**src/rtl/uart_pkg.sv**
```systemverilog
// Shared types and helpers for the UART transmit and receive paths.
package uart_pkg;

    typedef enum logic [1:0] {TX_IDLE, TX_START, TX_DATA, TX_STOP} tx_state_t;

    typedef enum logic [2:0] {IDLE, START, DATA, STOP, WAIT_HIGH} rx_state_t;

    // Counter width for values 0..n-1, never narrower than one bit.
    function automatic int unsigned cnt_width(input int unsigned n);
        return (n > 1) ? $clog2(n) : 1;
    endfunction

endpackage

```
**src/rtl/bit_sync.sv**
```systemverilog
// Two-flop synchronizer for a single asynchronous input bit.
module bit_sync #(
    parameter logic RESET_VAL = 1'b1
) (
    input  logic clk,
    input  logic reset_n,
    input  logic d,
    output logic q
);

    logic meta;

    always_ff @(posedge clk or negedge reset_n) begin
        if (!reset_n) begin
            meta <= RESET_VAL;
            q    <= RESET_VAL;
        end else begin
            meta <= d;
            q    <= meta;
        end
    end

endmodule

```
**src/rtl/uart_rx.sv**
```systemverilog
// UART receiver: ce-paced, LSB-first frame capture with a one-entry valid/ack holding register.
module uart_rx
    import uart_pkg::*;
#(
    parameter int unsigned CLKS_PER_BIT = 8,
    parameter int unsigned SIZE         = 7
) (
    input  logic          clk,
    input  logic          reset_n,
    input  logic          ce,
    input  logic          i_rx,
    input  logic          i_data_ack,
    output logic [SIZE:0] o_data_byte,
    output logic          o_data_valid,
    output logic          o_active,
    output logic          o_frame_error,
    output logic          o_overrun
);

    localparam int unsigned HALF = CLKS_PER_BIT / 2;
    localparam int unsigned CW   = cnt_width(CLKS_PER_BIT);
    localparam int unsigned IW   = cnt_width(SIZE + 1);

    localparam logic [CW-1:0] BIT_LAST   = CW'(CLKS_PER_BIT - 1);
    // The IDLE tick that saw the falling edge counts as the first start-bit tick.
    localparam logic [CW-1:0] START_LAST = CW'(HALF - 2);
    localparam logic [IW-1:0] IDX_LAST   = IW'(SIZE);

    rx_state_t     state;
    logic [CW-1:0] cnt;
    logic [IW-1:0] bit_idx;
    logic [SIZE:0] shift;
    logic          rx;
    logic          deliver;

    bit_sync #(
        .RESET_VAL(1'b1)
    ) u_rx_sync (
        .clk    (clk),
        .reset_n(reset_n),
        .d      (i_rx),
        .q      (rx)
    );

    assign deliver = ce && (state == STOP) && (cnt == BIT_LAST) && rx;

    always_ff @(posedge clk or negedge reset_n) begin
        if (!reset_n) begin
            state         <= IDLE;
            cnt           <= '0;
            bit_idx       <= '0;
            shift         <= '0;
            o_active      <= 1'b0;
            o_frame_error <= 1'b0;
        end else begin
            o_frame_error <= 1'b0;
            if (ce) begin
                case (state)
                    IDLE: begin
                        if (!rx) begin
                            state    <= START;
                            cnt      <= '0;
                            o_active <= 1'b1;
                        end
                    end
                    START: begin
                        if (cnt == START_LAST) begin
                            cnt <= '0;
                            if (!rx) begin
                                state   <= DATA;
                                bit_idx <= '0;
                            end else begin
                                state    <= IDLE;
                                o_active <= 1'b0;
                            end
                        end else begin
                            cnt <= cnt + 1'b1;
                        end
                    end
                    DATA: begin
                        if (cnt == BIT_LAST) begin
                            cnt            <= '0;
                            shift[bit_idx] <= rx;
                            if (bit_idx == IDX_LAST) begin
                                state <= STOP;
                            end else begin
                                bit_idx <= bit_idx + 1'b1;
                            end
                        end else begin
                            cnt <= cnt + 1'b1;
                        end
                    end
                    STOP: begin
                        if (cnt == BIT_LAST) begin
                            cnt      <= '0;
                            o_active <= 1'b0;
                            if (rx) begin
                                state <= IDLE;
                            end else begin
                                state         <= WAIT_HIGH;
                                o_frame_error <= 1'b1;
                            end
                        end else begin
                            cnt <= cnt + 1'b1;
                        end
                    end
                    WAIT_HIGH: begin
                        if (rx) begin
                            state <= IDLE;
                        end
                    end
                    default: begin
                        state    <= IDLE;
                        o_active <= 1'b0;
                    end
                endcase
            end
        end
    end

    // Ack is honoured every clk; a delivery in the same clk as an ack takes the slot.
    always_ff @(posedge clk or negedge reset_n) begin
        if (!reset_n) begin
            o_data_byte  <= '0;
            o_data_valid <= 1'b0;
            o_overrun    <= 1'b0;
        end else if (deliver) begin
            if (!o_data_valid || i_data_ack) begin
                o_data_byte  <= shift;
                o_data_valid <= 1'b1;
            end else begin
                o_overrun <= 1'b1;
            end
        end else if (i_data_ack && o_data_valid) begin
            o_data_valid <= 1'b0;
            o_overrun    <= 1'b0;
        end
    end

endmodule
```
**config.mk**
```make
export PLATFORM = sky130hd
export DESIGN_NAME = uart_rx
export DESIGN_NICKNAME = d
export VERILOG_FILES = /design/src/rtl/uart_pkg.sv /design/src/rtl/bit_sync.sv /design/src/rtl/uart_rx.sv
export SDC_FILE = /design/constraint.sdc
export NUM_CORES = 1
export LEC_CHECK = 0
export CAP_MARGIN = 20
export CORE_AREA = 5 5 65 67
export CTS_CLUSTER_SIZE = 20
export DETAILED_ROUTE_END_ITERATION = 8
export DIE_AREA = 0 0 70 72
export GPL_ROUTABILITY_DRIVEN = 0
export PLACE_DENSITY = 0.69
export SYNTH_ARGS = -nofsm -noshare
export SYNTH_HDL_FRONTEND = slang
export SYNTH_SLANG_ARGS = --single-unit
```
**constraint.sdc**
```tcl
create_clock -name clk -period 3.6 [get_ports clk]
set_clock_uncertainty 0.05 [all_clocks]
set_input_delay 0.9 -clock clk [delete_from_list [all_inputs] [get_ports clk]]
set_output_delay 0.9 -clock clk [all_outputs]
set_load 0.005 [all_outputs]
```
==> impl_metrics.ini, run 1 <==
[clock_tree]
clock_sinks = 31
cts_tree = built
cts_setup_buffers = 0
cts_root_buf = clkbuf_4
cts_max_level = 2
clock_path_buffers = 2
clk_latency_ns = 0.34
path_clk_slew_ns = 0.09
ctsResizeCount = 0
cts-buffers-inserted = 5
holdBufCountCts = 0

[finish]
utilization = 0.510
area_growth_pct = 16.8
drive_gt1_frac = 0.208
n_fill_cell = 333
antenna_cells = 0
fin_nets = 163
final_cell_area_sq_um = 1830

[sta]
min_period_ns = 2.64
rsz0062_at_grt = no
tns_ns = 0
fin_hold_ws_ns = 0.311
timing.fmax_mhz = 379
post-route-period-util = 0.734
hold_viol = 0
setup_viol = 0
layout_setup_ws_ns = 0.959
slew_headroom = 0.479
slew_viol_final = 0
tightest_slew_ns = 0.780

[routing]
drc_errors = 0
ant_nets = 0
routedWlPerCell_um = 14.1
firstDrtPassIters = 4
routed_wl_mm = 2.86
first_iter_violations = 44
num_vias = 1090
viasPerCell = 5.40

[synth]
syn-num-nets = 145
synth_edf_count = 0
syn_avg_cell_area_sq_um = 11.6
synth_most_common_cell = dfrtp_1
yosys_warnings = 0
synth_ff_type = dfrtp_1
seq_area_frac_synth = 0.498
synth_top_area_share = 0.464
synth_area_sq_um = 1560
synthTopCellsByArea = dfrtp_1 (46%), mux2_2 (12%), ha_1 (4.0%)
synth_seq_cells = 31
synth_commonest_cells = dfrtp_1 (29), mux2_2 (16), inv_1 (9), o21ai_0 (9)
netlist_instances = 135
synth_cell_types = 42
asyncSetResetFlopFracSynth = 1.00
yosysTopAreaCell = dfrtp_1

[global_route]
grt_use_total = 0.121
grt_pass1_vias = 1124
grt-ovfl-total = 0
grt_max_degree = 19
antenna_found_initial = 0
grt_pass1_wl_mm = 4.87

[placed_design]
dpl_cell_area_sq_um = 1770
dp_slack_ns = 0.599
hpwl_mm = 2.00
port_buffers = 16

[die]
die_y_um = 72
rows = 22
dieArea_sq_um = 5040
num_io_pins = 17
core-area_sq_um = 3580
die_w_um = 70
start_util = 0.437

[power]
ir_worst_vdd_uv = 325
power_density_nw_per_um2 = 496
p_leak_nw = 0.838

[run]
cap_viol_max_count = 0

[outcome]
status = completed

[critical_path]
slowest_stage = nor4b_4
arrival_ns = 2.81
critPathKind = input port to register
cp_slowest_stage_delay_ns = 0.65
cp_cell_sequence = clkdlybuf4s50_1 > nand2b_1 > nor4b_4 > mux2_2
startpoint_type = input port
crit_required_ns = 3.77
worstSetupEndpointType = register
path_max_fanout = 12

[min_path]
hold_class = register to register
per-layer routing:
layer  vias up  GRT usage  routed length (um)
li1        533          -                   -
met1       527      0.145                1340
met2        22      0.196                1310
met3         8     0.0360                 136
met4         0     0.0702                  68
met5         -          0                   0
worst max-delay path, delay by kind of cell:
| family | cells | cell delay, ns |
|---|---|---|
| multiplexers | 1 | 0.40 |
| AND/OR/NAND/NOR | 2 | 0.94 |
| buffers and inverters | 1 | 0.57 |
stage by stage:
stage / power, W / cells
finish: 0.000905 / 202
global route: 0.000970 / 202
CTS: 0.000915 / 202
detailed placement: 0.000702 / 194
global placement: 0.000684 / 194
floorplan: 0.000624 / 135
path summary, 6_finish.rpt:
| check | startpoint | endpoint | slack [ns] | depth (start not counted) |
|---|---|---|---|---|
| worst max-delay path | ce | o_data_byte[3] | 0.96 | 4 |
| worst min-delay path | u_rx_sync.meta | u_rx_sync.q | 0.31 | 0 |
| worst max register to register | cnt[0] | o_data_byte[3] | 1.41 | 5 |
| worst min register to register | u_rx_sync.meta | u_rx_sync.q | 0.31 | 0 |
| max in group asynchronous | reset_n | bit_idx[2] | 1.84 | 2 |
| min in group asynchronous | reset_n | shift[4] | 0.96 | 1 |
sequential cells by signal, summed over array words and instances, names as in the netlist:
register        count
bit_idx             3
u_rx_sync.meta      1
o_overrun           1
o_data_valid        1
o_frame_error       1
o_active            1
o_data_byte         8
u_rx_sync.q         1
cnt                 3
state               3
shift               8
power by group:
part / internal (W) / leakage [nW] / switching, W
Clock: 0.0000945 / 0.0353 / 0.000116
Combinational: 0.000117 / 0.395 / 0.000108
Sequential: 0.000396 / 0.408 / 0.0000732
cells in the final DEF (no fill, tap or decap), types with 2 or more instances in the layout:
cell type	count
a2111oi_0	2
a21oi_1	2
a31oi_1	3
and3b_1	2
clkbuf_4	5
clkdlybuf4s50_1	16
dfrtp_1	29
dfstp_2	2
ha_1	5
inv_1	9
mux2_2	16
mux2i_1	3
nand2_1	2
nand2b_1	3
nand3_1	2
nand4_1	3
nand4b_1	4
nor2_1	3
nor2b_1	5
nor3b_1	2
o21ai_0	9
o31ai_1	3
or3b_2	2
area by class of cell:
| type | count | area [sq um] | area share |
|---|---|---|---|
| clock buffers | 7 | 55.1 | 0.0302 |
| well taps | 48 | 60.1 | 0.0329 |
| inverters | 9 | 33.8 | 0.0185 |
| clock inverters | 1 | 5.00 | 0.00274 |
| flip-flops and latches | 31 | 778 | 0.426 |
| repair buffers | 17 | 168 | 0.0918 |
| multi-input cells | 89 | 726 | 0.398 |
cells by family after synthesis:
family                   Yosys count  synth area share
flip-flops                        31             0.498
adder cells (fa/ha/maj)            5            0.0400
multiplexers                      19             0.135
buffers and inverters             15            0.0376
AO/OA/AOI/OAI                     26             0.108
AND/OR/NAND/NOR                   39             0.182
(Power assumes the default switching activity.)
==> inputs of run 2 (changes only) <==
- clock period: 3.6 -> 2.6 ns (I/O delays scaled with it)
==> run 2 against run 1 <==
Setup slack got worse by 0.40 ns. Global-route usage increased by 1.8 points. Wire length increased by 9.7%. Final area increased by 2.7%. Critical path type unchanged. Clock-buffer cell count decreased by 1. Die area unchanged.
==> impl_metrics.ini, run 2 (synthesis gave the netlist of run 1 again) <==
[placed_design]
dp_slack_ns = 0.243
port_buffers = 16
hpwl_mm = 2.15

[routing]
ant_nets = 0
routed_wl_mm = 3.14
drc_errors = 0
routedWlPerCell_um = 15.3
first_iter_violations = 49
firstDrtPassIters = 4
num_vias = 1095
viasPerCell = 5.34

[power]
ir_worst_vdd_uv = 452
power_density_nw_per_um2 = 733
p_leak_nw = 0.867

[sta]
hold_viol = 0
slew_viol_final = 0
timing.fmax_mhz = 490
layout_setup_ws_ns = 0.558
setup_viol = 0
rsz0062_at_grt = no
post-route-period-util = 0.785
slew_headroom = 0.669
fin_hold_ws_ns = 0.311
tns_ns = 0
min_period_ns = 2.04
tightest_slew_ns = 0.494

[clock_tree]
path_clk_slew_ns = 0.10
holdBufCountCts = 0
clock_path_buffers = 2
cts_root_buf = clkbuf_4
clk_latency_ns = 0.34
ctsResizeCount = 0
clock_sinks = 31
cts-buffers-inserted = 5
cts_tree = built
cts_max_level = 2
cts_setup_buffers = 0

[run]
cap_viol_max_count = 0

[critical_path]
critPathKind = input port to register
startpoint_type = input port
crit_required_ns = 2.78
worstSetupEndpointType = register
path_max_fanout = 8
arrival_ns = 2.22

[global_route]
use_met3 = 0.0596
use_met1 = 0.169
grt_max_degree = 32
grt-ovfl-total = 0
antenna_found_initial = 0
grt_use_total = 0.140
use_met2 = 0.216
grt_pass1_vias = 1128
grt_pass1_wl_mm = 5.45
busiest_layer = met2

[finish]
final_cell_mix = dfrtp_1 (29), mux2_2 (16), clkdlybuf4s50_1 (16)
antenna_cells = 0
drive_gt1_frac = 0.229
area_growth_pct = 19.9
largestRegisters = o_data_byte x8, shift x8
multiInputGateArea_sq_um = 726
final_common_cell = dfrtp_1
seq_area_sq_um = 778
fin_nets = 166
utilization = 0.524
n_fill_cell = 332

[die]
start_util = 0.437
core-area_sq_um = 3580
die_y_um = 72
rows = 22
num_io_pins = 17
die_w_um = 70
dieArea_sq_um = 5040

[outcome]
status = completed

[min_path]
hold_class = register to register
## run 2: cell types whose count changed in the layout (fill, tap and decap cells not counted), sizes merged
cell / before / now
clkbuf: 7 / 6
buf: 1 / 4
bufinv: 0 / 1
## run 2: final timing paths
kind / startpoint / end / slack, ns / cells past startpoint
min in group asynchronous: reset_n / bit_idx[0] / 0.63 / 2
max in group asynchronous: reset_n / u_rx_sync.meta / 1.55 / 2
setup / recovery: ce / o_data_byte[0] / 0.56 / 5
hold reg to reg: u_rx_sync.meta / u_rx_sync.q / 0.31 / 0
hold / removal: u_rx_sync.meta / u_rx_sync.q / 0.31 / 0
setup reg to reg: cnt[0] / o_data_byte[0] / 0.56 / 6
## run 2: metal layers
layer  wire, um  vias up
li1           -      537
met1       1370      528
met2       1540       22
met3        147        8
met4         80        0
met5          0        -
## run 2: layout make-up
cell class | instances | area share
tap | 48 | 0.0320
clock inverter | 2 | 0.0187
multi-input combinational | 89 | 0.387
timing repair buffer | 20 | 0.101
inverter | 9 | 0.0180
sequential | 31 | 0.415
clock buffer | 6 | 0.0274
## run 2: through the flow
stage / total power, W / area (sq um) / instances
final: 0.00137 / 1870 / 205
after global routing: 0.00146 / 1870 / 205
after CTS: 0.00139 / 1870 / 205
after detailed placement: 0.000982 / 1790 / 197
after global placement: 0.000957 / 1790 / 197
after floorplan: 0.000864 / 1560 / 135
## run 2: worst max-delay path, stage by stage
cell             delay (ns)
clkdlybuf4s50_1        0.58
nand2b_1               0.15
nor4b_4                0.28
buf_4                  0.21
mux2_2                 0.35
## run 2: power breakdown
group / switching (W) / leakage (nW) / total [W] / internal, W
registers: 0.000101 / 0.408 / 0.000649 / 0.000549
clock network: 0.000172 / 0.0482 / 0.000400 / 0.000227
logic: 0.000156 / 0.411 / 0.000326 / 0.000170
total: 0.000429 / 0.867 / 0.00137 / 0.000945
==> patch (config.mk and constraints of run 2) <==
`RESET_VAL` is set to 1'b1 in 2 places; all go to 1'b0.
--- a/src/rtl/bit_sync.sv
+++ b/src/rtl/bit_sync.sv
@@ -1,5 +1,5 @@
 // Two-flop synchronizer for a single asynchronous input bit.
 module bit_sync #(
-    parameter logic RESET_VAL = 1'b1
+    parameter logic RESET_VAL = 1'b0
 ) (
     input  logic clk,
--- a/src/rtl/uart_rx.sv
+++ b/src/rtl/uart_rx.sv
@@ -35,5 +35,5 @@
 
     bit_sync #(
-        .RESET_VAL(1'b1)
+        .RESET_VAL(1'b0)
     ) u_rx_sync (
         .clk    (clk),
Check against the original RTL: not equivalent (Yosys sat finds a counterexample within 4 cycles, from zero or initial values and one cycle with reset_n low).
==> patch against run 2 <==
Count of clock-buffer cells in the layout unchanged. Routed wire length down 7.0%. Largest power group unchanged. Sequential cell count did not move. Via count rose by 0.91%. Area after synthesis is 0.16% lower. Setup slack improved by 0.050 ns. Synthesized cell count stayed put. Largest cell class unchanged. Power fell by 8.9%. Core utilization decreased by 0.91 points. Cell area decreased by 1.7%. Global-route usage is 0.29 points lower.
==> patch: results (changes against run 2) <==
yosys:
  post_synth_main_area_contributors: "dfrtp_1 50%, mux2_2 12%, ha_1 4.0%"
  count_of_flip_flops_with_a_built_in_enable_after_synthesis: 0  # unchanged
  synth_cell_types: 41  # -2.4%
  most_used_standard_cells_in_the_synthesized_netlist: "31 x dfrtp_1, 16 x mux2_2, 9 x inv_1, 9 x o21ai_0"
  postSynthCellCount: 135  # unchanged
  synth-seq-area-share: 0.497  # -0.000805
global_routing:
  globalRouteMet2Util: 0.206  # -0.0105
  grt_first_pass_wirelength_mm: 5.46  # +0.24%
  use_met3: 0.0457  # -0.0139
  grt_antenna_before_repair: 0  # unchanged
  grt_use_total: 0.137  # -0.00287
  grtUsageMet1: 0.178  # +0.00907
  grt_pass1_vias: 1177  # +4.3%
final_layout:
  nets: 166  # unchanged
  fraction_of_final_layout_cells_with_drive_strength_greater_than_1: 0.212  # -0.0178
  fillCellCount: 334  # +0.60%
  largest_registers: "o_data_byte (8), shift (8)"
  antenna_cells: 0  # unchanged
detailed_routing:
  drt_wl_total_mm: 2.92  # -7.0%
  detail_route.first_pass.iterations: 4  # unchanged
  via_count: 1105  # +0.91%
  route.top_layer_used: "met4"
  met1_length_mm: 1.38  # +0.36%
  met2WireLength_mm: 1.37  # -11%
  detail_route.iter0.violations: 24  # -51%
  via_per_inst: 5.42  # +1.4%
  met3RoutedLength_microns: 131  # -11%
clock_tree:
  clk_pin_slew_worst_paths_ns: 0.09
worst_setup_path:
  crit_path_start: "cnt[0]$_DFFE_PN0P_"
  crit_arrival_ns: 2.17  # -0.05 ns
  timing.critical_path.slowest_stage_cell: "dfrtp_1"
  critical-path-max-stage-delay_ns: 0.39  # -0.19 ns
  timing.critical_path.max_delay_family: "simple AND/OR/NAND/NOR gates"
  critical_path.max_fanout: 8  # unchanged
  regToRegEndpoint: "o_data_byte[2]$_DFFE_PN0P_"
  setup.reg_to_reg.worst_slack_ns: 0.61  # +0.05 ns
place:
  portBuffers: 16  # unchanged
  dpl_cell_area_sq_mm: 0.00179  # -0.14%
  dpl_worst_slack_ns: 0.241  # -0.00159 ns
  dp_hpwl_mm: 2.03  # -5.6%
  place.detailed.instances: 197  # unchanged
power:
  max-vdd-ir-drop_mv: 0.348  # -23%
  power.switching_fraction: 0.329  # +0.0170
  leakage_nw: 0.855  # -1.4%
timing:
  worst-slew-pin-transition_ns: 0.495  # +0.00109 ns
  holdWs_ns: 0.316  # +0.00496 ns
run_status:
  result_of_the_run: "finished, final reports clean"
hold_path:
  timing.hold.worst_endpoint: "u_rx_sync.q$_DFF_PN0_"
  worst_hold_startpoint: "u_rx_sync.meta$_DFF_PN0_"
  hold_path_depth: 0  # unchanged
patch: cell count changes in the layout (fill, tap and decap cells not counted), sizes merged:
| cell | before | now |
|---|---|---|
| dfrtp | 29 | 31 |
| dfstp | 2 | 0 |
| bufinv | 1 | 0 |
patch: how the worst max path moves through the flow:
stage	cells past startpoint	endpoint	slack (ns)
finish	6	o_data_byte[2]$_DFFE_PN0P_	0.61
global route	6	o_data_byte[2]$_DFFE_PN0P_	0.46
detailed placement	5	o_data_byte[2]$_DFFE_PN0P_	0.24
global placement	5	o_data_byte[2]$_DFFE_PN0P_	0.29
floorplan	5	o_data_byte[0]$_DFFE_PN0P_	0.73
CTS	6	o_data_byte[2]$_DFFE_PN0P_	0.59
patch: power by group through the flow:
stage	logic, mW	registers, mW	clock network (mW)
floorplan	0.254	0.608	0
CTS	0.324	0.646	0.297
global route	0.368	0.663	0.321
global placement	0.309	0.648	0
detailed placement	0.322	0.657	0
finish	0.320	0.649	0.284
patch: logic make-up (layout without fill, tap and decap cells):
kind of cell	Yosys count	after routing	synth area share
AO/OA/AOI/OAI	26	26	0.108
adder cells (fa/ha/maj)	5	5	0.0401
buffers and inverters	15	36	0.0377
flip-flops	31	31	0.497
multiplexers	19	19	0.135
AND/OR/NAND/NOR	39	39	0.182
patch: cell type report:
| type | count | area (sq um) | share of cell area |
|---|---|---|---|
| Clock inverter | 1 | 5.00 | 0.00272 |
| Timing Repair Buffer | 20 | 190 | 0.103 |
| Sequential cell | 31 | 776 | 0.421 |
| Tap cell | 48 | 60.1 | 0.0326 |
| Multi-Input combinational cell | 89 | 726 | 0.394 |
| Clock buffer | 6 | 51.3 | 0.0279 |
| Inverter | 9 | 33.8 | 0.0183 |
